`src/rtl/nonrestoring_divider.sv`:
```
// rtl/nonrestoring_divider.sv - sequential unsigned non-restoring divider, one add/subtract per clock
module nonrestoring_divider #(
    parameter int N = 8
) (
    input  logic         clk,
    input  logic         rst,
    input  logic         start,
    input  logic [N-1:0] dividend,
    input  logic [N-1:0] divisor,
    output logic         busy,
    output logic         done,
    output logic [N-1:0] quotient,
    output logic [N-1:0] remainder,
    output logic         div_by_zero
);

    localparam int CW = $clog2(N + 1);

    typedef enum logic [1:0] {
        S_IDLE,
        S_ITER,
        S_CORRECT,
        S_DONE
    } state_t;

    state_t state_q, state_d;

    logic [N+1:0]  p_q;
    logic [N-1:0]  a_q;
    logic [N-1:0]  d_q;
    logic [CW-1:0] cnt_q;

    logic [N+1:0] d_ext;
    logic [N+1:0] s_hi;
    logic [N+1:0] addend;
    logic [N+1:0] p_iter;
    logic [N+1:0] p_corr;
    logic         last_iter;

    // The sign of the old partial remainder picks add or subtract; subtract is ~D plus carry-in 1.
    always_comb begin
        d_ext     = {2'b00, d_q};
        s_hi      = {p_q[N:0], a_q[N-1]};
        addend    = p_q[N+1] ? d_ext : ~d_ext;
        p_iter    = s_hi + addend + {{(N+1){1'b0}}, ~p_q[N+1]};
        p_corr    = p_q[N+1] ? (p_q + d_ext) : p_q;
        last_iter = (cnt_q == CW'(N - 1));
    end

    always_ff @(posedge clk) begin
        if (rst) begin
            state_q <= S_IDLE;
        end else begin
            state_q <= state_d;
        end
    end

    always_comb begin
        state_d = state_q;
        case (state_q)
            S_IDLE: begin
                if (start) begin
                    state_d = (divisor == '0) ? S_DONE : S_ITER;
                end
            end
            S_ITER: begin
                if (last_iter) begin
                    state_d = S_CORRECT;
                end
            end
            S_CORRECT: state_d = S_DONE;
            S_DONE:    state_d = S_IDLE;
            default:   state_d = S_IDLE;
        endcase
    end

    always_comb begin
        busy = (state_q == S_ITER) || (state_q == S_CORRECT);
        done = (state_q == S_DONE);
    end

    always_ff @(posedge clk) begin
        if (rst) begin
            p_q         <= '0;
            a_q         <= '0;
            d_q         <= '0;
            cnt_q       <= '0;
            quotient    <= '0;
            remainder   <= '0;
            div_by_zero <= 1'b0;
        end else begin
            case (state_q)
                S_IDLE: begin
                    if (start) begin
                        if (divisor == '0) begin
                            quotient    <= '1;
                            remainder   <= dividend;
                            div_by_zero <= 1'b1;
                        end else begin
                            a_q   <= dividend;
                            d_q   <= divisor;
                            p_q   <= '0;
                            cnt_q <= '0;
                        end
                    end
                end
                S_ITER: begin
                    p_q   <= p_iter;
                    a_q   <= {a_q[N-2:0], ~p_iter[N+1]};
                    cnt_q <= cnt_q + 1'b1;
                end
                S_CORRECT: begin
                    p_q         <= p_corr;
                    quotient    <= a_q;
                    remainder   <= p_corr[N-1:0];
                    div_by_zero <= 1'b0;
                end
                default: begin
                end
            endcase
        end
    end

endmodule

```
`config.mk`:
```
export PLATFORM = sky130hd
export DESIGN_NAME = nonrestoring_divider
export DESIGN_NICKNAME = d
export VERILOG_FILES = /design/src/rtl/nonrestoring_divider.sv
export SDC_FILE = /design/constraint.sdc
export NUM_CORES = 1
export LEC_CHECK = 0
export BUFFER_PORTS_ARGS = -buffer_cell sky130_fd_sc_hd__buf_2
export CORE_ASPECT_RATIO = 0.8
export CORE_MARGIN = 3
export CORE_UTILIZATION = 40
export CTS_BUF_LIST = sky130_fd_sc_hd__clkbuf_16
export CTS_CLUSTER_SIZE = 8
export DETAILED_ROUTE_END_ITERATION = 12
export GPL_ROUTABILITY_DRIVEN = 0
export PLACE_DENSITY = 0.6
export SYNTH_ARGS = -nofsm -noshare
export SYNTH_HDL_FRONTEND = slang
export SYNTH_SLANG_ARGS = --single-unit
```
`constraint.sdc`:
```
create_clock -name clk -period 7 [get_ports clk]
set_clock_uncertainty 0.05 [all_clocks]
set_input_delay 1.4 -clock clk [delete_from_list [all_inputs] [get_ports clk]]
set_output_delay 1.4 -clock clk [all_outputs]
set_load 0.1 [all_outputs]
```
==> results of run 1 <==
## final cells by class
type	count	area, sq um
inverter	15	56.3
multi-input combinational	298	2030
timing repair buffer	40	208
clock buffer	5	125
clock inverter	3	41.3
sequential	49	981
tap	105	131
fill	708	3960
## stage by stage
step	util, %	hold WS [ps]	instances	total power, mW
global route	47.4	424	515	1.74
finish	47.4	397	515	1.63
CTS	47.4	401	515	1.63
detailed placement	45.2	392	507	1.35
floorplan	-	399	382	1.17
global placement	45.2	387	507	1.34
## worst min-delay path, stage by stage, from the launching register on
cell	delay [ps]
dfxtp_1	310
nand2_1	50
a21oi_1	50
## layer usage
metal  vias to the layer above  wire (microns)  GRT usage (%)
li1                       1444               -              -
met1                      1315            4260           27.8
met2                        72            3420           26.1
met3                         6             390           3.99
met4                         0              65           4.29
met5                         -               0              0
## power by group through the flow
| stage | combinational, mW | sequential, mW | clock, mW |
|---|---|---|---|
| 2_1_floorplan | 0.644 | 0.528 | 0 |
| 3_3_place_gp | 0.932 | 0.409 | 0 |
| 3_5_place_dp | 0.944 | 0.409 | 0 |
| 4_1_cts | 0.948 | 0.403 | 0.278 |
| 5_1_grt | 1.04 | 0.413 | 0.290 |
| 6_report | 0.956 | 0.404 | 0.272 |
## sequential cells by signal, indices dropped and copies added (netlist names)
name	flops
remainder	8
a_q	8
d_q	8
quotient	8
cnt_q	4
div_by_zero	1
state_q	2
p_q	10
## cell usage in the layout (no fill, tap or decap), drive strengths merged, types with 4 or more instances in the layout
master | synthesis | layout
dfxtp | 49 | 49
nand2 | 42 | 42
buf | 8 | 40
a21oi | 39 | 39
nor2 | 31 | 31
o21ai | 28 | 28
ha | 22 | 22
nand3 | 18 | 18
a211oi | 18 | 18
xnor2 | 16 | 16
inv | 15 | 15
mux2i | 10 | 10
a31oi | 8 | 8
a21o | 6 | 6
clkbuf | 12 | 5
nand2b | 4 | 4
## kinds of logic (layout without fill, tap and decap cells)
group	after synthesis	in the layout	synth area share (%)
simple gates	113	113	17.6
buf+inv	35	63	4.67
flops	49	49	31.0
compound gates	131	131	27.7
mux	13	13	4.24
xor+xnor	17	17	4.71
fa+ha+maj	24	24	9.98
## worst max path at each step
stage | end | slack, ps | cells past startpoint
3_5_place_dp | a_q[0] | 3430 | 7
6_report | a_q[0] | 3560 | 7
5_1_grt | a_q[0] | 3220 | 7
4_1_cts | a_q[0] | 3580 | 7
2_1_floorplan | busy | 4210 | 2
3_3_place_gp | a_q[0] | 3490 | 7
==> flow_summary.yaml, run 1 <==
run_status:
  status: "complete, no violations"
floorplanning:
  rows: 28
  die_w_microns: 105
  fp.dieH_microns: 85.5
  ios: 38
  core_area_sq_mm: 0.00753
  start_util_pct: 41.9
  die_area_sq_mm: 0.00901
timing:
  slew_violations: 0
  hold_viol_final: 0
  maxClockFrequency_ghz: 0.291
  rsz0062_at_grt: "false"
  setup_viol: 0
  tightestPinTransition_ps: 1210
  finalWorstSetupSlack_ps: 3560
  tns_ps: 0
  maxSlewHeadroom_pct: 18.8
  period_needed_ps: 3440
  min_period_over_period_pct: 49.1
logic_synthesis:
  ys_top_cells_by_count: "dfxtp_1, nand2_1, a21oi_1"
  synth_most_common_cell: "dfxtp_1"
  syn_area_sq_mm: 0.00316
  ys_seq_elements: 49
  synth_edf_count: 0
  synth.top_cell.area_share_pct: 31.0
  yosysSeqAreaShare_pct: 31.0
  netlist_instances: 382
  ys_types: 60
  avgSynthCellArea_sq_um: 8.27
  async_reset_ff_share_pct: 0
  ys.flop_type: "dfxtp_1"
  syn_nets: 425
  yosysWarnings: 0
  synth_area_leader_cell: "dfxtp_1"
  synth_area_leaders: "dfxtp_1, ha_1, a21oi_1"
detailed_routing:
  ant_nets: 0
  first_iter_violations: 128
  dr.pass1.iters: 4
  routed_wl_mm: 8.14
  drc: 0
  wire_per_inst_microns: 15.8
  via_count: 2837
  via_per_inst: 5.51
setup_path:
  r2r_setup_slack_ps: 3560
  path_cells: "inv_1 -> ha_1 -> inv_1 -> o21ai_1 -> inv_1 -> a31oi_1 -> o41ai_2"
  crit_start: "state_q[1]"
  cp_num_buf_inv: 3
  slowest_stage: "o21ai_1"
  rr_worst_depth: 7
  r2r_end: "a_q[0]"
  end_kind: "flop"
  critical-path-top-delay-family: "compound AO/OA/AOI/OAI gates"
  required_ps: 7110
  crit_type: "flop to flop"
  arrival_ps: 3540
  cpPeakStageDelay_ps: 1030
  crit_fanout: 20
  r2r_start: "state_q[1]"
  worst_setup_path_start_kind: "flop"
  crit_top_cell: "inv_1"
clock_network:
  clk_pin_slew_ps: 70
  cts_tree: "built"
  post_cts_buffers: 0
  cts_resized: 0
  cts_sinks: 49
  clk_latency_ps: 280
  cts_root_buf: "clkbuf_16"
  postCtsHoldBufs: 0
  htreeDepth: 2
  clk_path_buf_depth: 2
  cts_made_buffers: 5
layout:
  area_growth_pct: 13.1
  num_antenna_cells: 0
  layout.nets: 452
  final_area_sq_mm: 0.00357
  layout-drive-gt1-share_pct: 15.9
worst_hold_path:
  min_path_cells: 2
  hold_class: "flop to flop"
  min_from: "quotient[3]"
  min_to: "quotient[3]"
power_and_ir_drop:
  p_leak_nw: 1.42
  swShare_pct: 50.1
  seqPwrFrac_pct: 24.8
  vdd_drop_max_v: 0.000312
  p_sw_mw: 0.818
  pwr_density_cell_mw_per_mm2: 457
  pwr-share-comb_pct: 58.6
  pwr-share-clk_pct: 16.7
  p_int_mw: 0.814
global_routing:
  grt_max_degree: 49
  track_usage_pct: 18.3
  grt_pass1_vias: 2645
  grt_overflow: 0
  grt_pass1_wl_mm: 13.3
  antenna_found_initial: 0
placement:
  port_buffers: 37
  dpl.hpwl_mm: 6.10
  place_area_sq_mm: 0.00341
  dpl_worst_slack_ps: 3430
job:
  maxCapViolations: 0
Note: power is estimated with default switching activity, not from simulation.
==> inputs of run 2 (changes only) <==
Clock period 7 ns to 3.2 ns, I/O delays scaled along.
==> run 2 against run 1 <==
Compared with the run above:
- highest routed layer unchanged
- non-clock buffer count grew 8
- critical path type unchanged
- wire length up 4.7%
- worst setup slack got worse by 3000 ps
- utilization up 1.1 points
- final cell count grew 1.6%
==> flow_summary.yaml, run 2 (same netlist as run 1, synthesis figures left out) <==
floorplanning:
  rows: 28
  fp.dieH_microns: 85.5
  start_util_pct: 41.9
  die_area_sq_mm: 0.00901
  ios: 38
  core_area_sq_mm: 0.00753
  die_w_microns: 105
placement:
  port_buffers: 37
  place_area_sq_mm: 0.00347
  dpl.hpwl_mm: 6.35
detailed_routing:
  wl_met3_microns: 509
  ant_nets: 0
  top_layer: "met4"
  wl_met2_mm: 3.73
  drc: 0
  routed_wl_mm: 8.52
  dr.pass1.iters: 4
  wire_per_inst_microns: 16.3
  via_per_inst: 5.59
  first_iter_violations: 154
  via_count: 2921
  wl_met1_mm: 4.23
timing:
  setup_viol: 0
  hold_viol_final: 0
  period_needed_ps: 2670
  maxSlewHeadroom_pct: 59.7
  rsz0062_at_grt: "false"
  tightestPinTransition_ps: 604
  maxClockFrequency_ghz: 0.374
  tns_ps: 0
  slew_violations: 0
  min_period_over_period_pct: 83.5
job:
  maxCapViolations: 0
clock_network:
  postCtsHoldBufs: 0
  cts_resized: 0
  clk_pin_slew_ps: 80
  clk_latency_ps: 290
  cts_tree: "built"
  post_cts_buffers: 0
  cts_root_buf: "clkbuf_16"
  htreeDepth: 2
  cts_made_buffers: 5
  cts_sinks: 49
  clk_path_buf_depth: 2
power_and_ir_drop:
  vdd_drop_max_v: 0.000843
  p_leak_nw: 1.47
  pwr_density_cell_mw_per_mm2: 1020
layout:
  final_cell_mix: "dfxtp_1, nand2_1, a21oi_1, buf_2, nor2_1"
  nFillCells: 777
  final_area_sq_mm: 0.00366
  area_growth_pct: 15.8
  num_antenna_cells: 0
  largest_register: "p_q"
  layout-drive-gt1-share_pct: 17.7
  largest_reg_flops: 10
  layout.nets: 460
  final_common_cell: "dfxtp_1"
setup_path:
  crit_type: "flop to flop"
  worst_setup_path_start_kind: "flop"
  arrival_ps: 2770
  required_ps: 3300
  crit_fanout: 6
  end_kind: "flop"
worst_hold_path:
  hold_class: "flop to flop"
global_routing:
  antenna_found_initial: 0
  track_usage_pct: 19.4
  grt_pass1_wl_mm: 14.2
  grt_max_degree: 33
  grt_pass1_vias: 2806
  grt_overflow: 0
run_status:
  status: "complete, no violations"
## run 2: path summary, 6_finish.rpt
check                                 start          end  slack (ps)  cells past startpoint
worst min register to register  quotient[6]  quotient[6]         400                      2
worst max-delay path                 p_q[9]       p_q[8]         530                      9
worst max register to register       p_q[9]       p_q[8]         530                      9
worst min-delay path            quotient[6]  quotient[6]         400                      2
## run 2: stage by stage
stage,util [%],worst slack [ps],std cells,total power [mW],hold WS (ps)
floorplan,-,618,382,2.56,399
global placement,46.0,653,515,3.01,388
detailed placement,46.0,633,515,3.03,392
CTS,48.6,575,523,3.73,402
global route,48.6,400,523,4.00,426
finish,48.6,529,523,3.74,399
## run 2: layout make-up
cell class	instances	area, sq um	area share (%)
clock inverters	3	65.1	1.78
well taps	105	131	3.59
flip-flops and latches	49	981	26.8
inverters	15	56.3	1.54
multi-input cells	298	2030	55.5
clock buffers	5	125	3.42
repair buffers	48	268	7.32
## run 2: worst max-delay path: stages (launching register included)
cell and delay, ps:
dfxtp_1 390, nor2b_2 210, or2_2 290, fa_1 380, nand2b_1 200, a21oi_1 270, o211ai_1 170, and4_1 220
o2111ai_1 180, o311ai_0 170
## run 2: layer usage
| metal | up-vias | GRT usage (%) |
|---|---|---|
| met3 | 6 | 3.16 |
| met1 | 1379 | 29.0 |
| met4 | 0 | 4.17 |
| met5 | - | 0 |
| li1 | 1458 | - |
| met2 | 78 | 29.3 |
## run 2: report_power, final
group          internal (mW)  total (mW)  switching (mW)  leakage [nW]
sequential             0.753       0.892           0.139         0.399
combinational          0.708        2.16            1.45         0.979
clock                  0.447       0.690           0.243        0.0938
==> inputs of run 3 (changes only) <==
Settings changed: PLACE_DENSITY 0.6 to 0.63.
Clock period 3.2 ns to 2.3 ns, I/O delays scaled along.
==> run 3 against run 2 <==
Compared with the run above:
- first-iteration DRC count rose by 18%
- register-to-register slack got worse by 500 ps
- worst setup slack got worse by 500 ps
- fmax is 17% higher
- die area did not move
- clock power rose by 19%
- utilization grew 4.4 points
- power grew 50%
- largest cell class unchanged
- largest power group unchanged
- highest routed layer unchanged
==> flow_summary.yaml, run 3 (same netlist as run 1, synthesis figures left out) <==
timing:
  hold_viol_final: 0
  tightestPinTransition_ps: 497
  finalWorstSetupSlack_ps: 25.3
  rsz0062_at_grt: "true"
  slew_violations: 0
  tns_ps: 0
  hold-worst-slack_ps: 398
  min_period_over_period_pct: 98.9
  maxSlewHeadroom_pct: 67.1
  setup_viol: 0
  period_needed_ps: 2270
  maxClockFrequency_ghz: 0.440
detailed_routing:
  via_per_inst: 5.62
  wire_per_inst_microns: 15.9
  ant_nets: 0
  dr.pass1.iters: 5
  routed_wl_mm: 8.84
  first_iter_violations: 182
  drc: 0
  via_count: 3122
setup_path:
  arrival_ps: 2420
  r2r_start: "p_q[9]"
  crit_start: "p_q[9]"
  crit_type: "flop to flop"
  required_ps: 2450
  crit_fanout: 5
  end_kind: "flop"
  worst_setup_path_start_kind: "flop"
placement:
  dpl.cell_count: 543
  dpl.hpwl_mm: 6.72
  dpl_worst_slack_ps: -67.5
  place_area_sq_mm: 0.00371
  port_buffers: 37
clock_network:
  postCtsHoldBufs: 0
  cts_root_buf: "clkbuf_16"
  cts_tree: "built"
  clk_path_buf_depth: 2
  cts_sinks: 49
  clk_pin_slew_ps: 70
  htreeDepth: 2
  cts_made_buffers: 5
  clk_latency_ps: 290
floorplanning:
  core_area_sq_mm: 0.00753
  fp.dieH_microns: 85.5
  die_area_sq_mm: 0.00901
  ios: 38
  start_util_pct: 41.9
  die_w_microns: 105
  rows: 28
global_routing:
  grt_max_degree: 41
  grt_pass1_wl_mm: 14.7
  antenna_found_initial: 0
  track_usage_pct: 20.2
  grt_overflow: 0
  grt_pass1_vias: 2953
layout:
  layout.nets: 493
  nFillCells: 701
  seqCellArea_sq_um: 988
  multi_input_area_sq_mm: 0.00212
  final_cell_mix: "dfxtp_1, nand2_1, buf_4, buf_2, a21oi_1"
  largest_reg_flops: 10
  instances_no_fill: 556
  final_common_cell: "dfxtp_1"
  largest_register: "p_q"
  area_growth_pct: 26.1
  final_area_sq_mm: 0.00399
  num_antenna_cells: 0
  layout-drive-gt1-share_pct: 27.9
power_and_ir_drop:
  pwr_density_cell_mw_per_mm2: 1410
  p_leak_nw: 1.66
  vdd_drop_max_v: 0.00129
run_status:
  status: "complete, no violations"
job:
  maxCapViolations: 0
worst_hold_path:
  hold_class: "flop to flop"
  min_from: "quotient[6]"
run 3: cell types whose count changed in the layout (fill, tap and decap cells not counted), moves of 3 or more:
cell / delta
buf_4: +30
dfxtp_1: -4
a21oi_1: -3
dfxtp_2: +3
o21ai_0: -3
xnor2_1: -3
xnor2_2: +3
run 3: layout make-up:
cell class                      instances  share of cell area [%]
Multi-Input combinational cell        298                    53.1
Clock buffer                            5                    3.14
Inverter                               15                    1.41
Tap cell                              105                    3.30
Sequential cell                        49                    24.8
Clock inverter                          3                   0.942
Timing Repair Buffer                   81                    13.3
run 3: final timing paths:
kind,end,slack [ps],cells past startpoint
worst max-delay path,a_q[0],30,10
worst max register to register,a_q[0],30,10
worst min register to register,quotient[6],400,2
worst min-delay path,quotient[6],400,2
run 3: through the flow:
step | utilization [%] | power, mW
detailed placement | 49.2 | 4.58
global route | 52.9 | 6.02
finish | 52.9 | 5.62
global placement | 49.2 | 4.54
CTS | 51.8 | 5.48
floorplan | - | 3.62
run 3: report_power, final:
group | internal (mW) | switching (mW)
clock network | 0.506 | 0.318
registers | 1.05 | 0.174
logic | 1.37 | 2.20
run 3: what timing repair did:
item	CTS	global route
endpoints found under the hold margin	0	0
setup buffers	1	3
setup endpoints to repair	1	12
cloned	0	1
pin swaps	2	10
resized for setup	5	19
run 3: critical path, stage by stage (launching register included):
cell and delay (ps):
dfxtp_2 340, buf_6 130, xnor2_2 120, ha_1 320, a21oi_2 180, o31ai_4 110, a311oi_2 310, o21ai_1 120
xnor2_1 170, buf_4 150, o41ai_2 180
run 3: metal layers:
layer  global-route usage [%]  share of wire (%)  up-vias
li1                         -                  -     1539
met1                     29.5                 50     1468
met2                     30.5                 42       95
met3                     4.51                6.2       20
met4                     4.65                1.7        0
met5                        0                  0        -
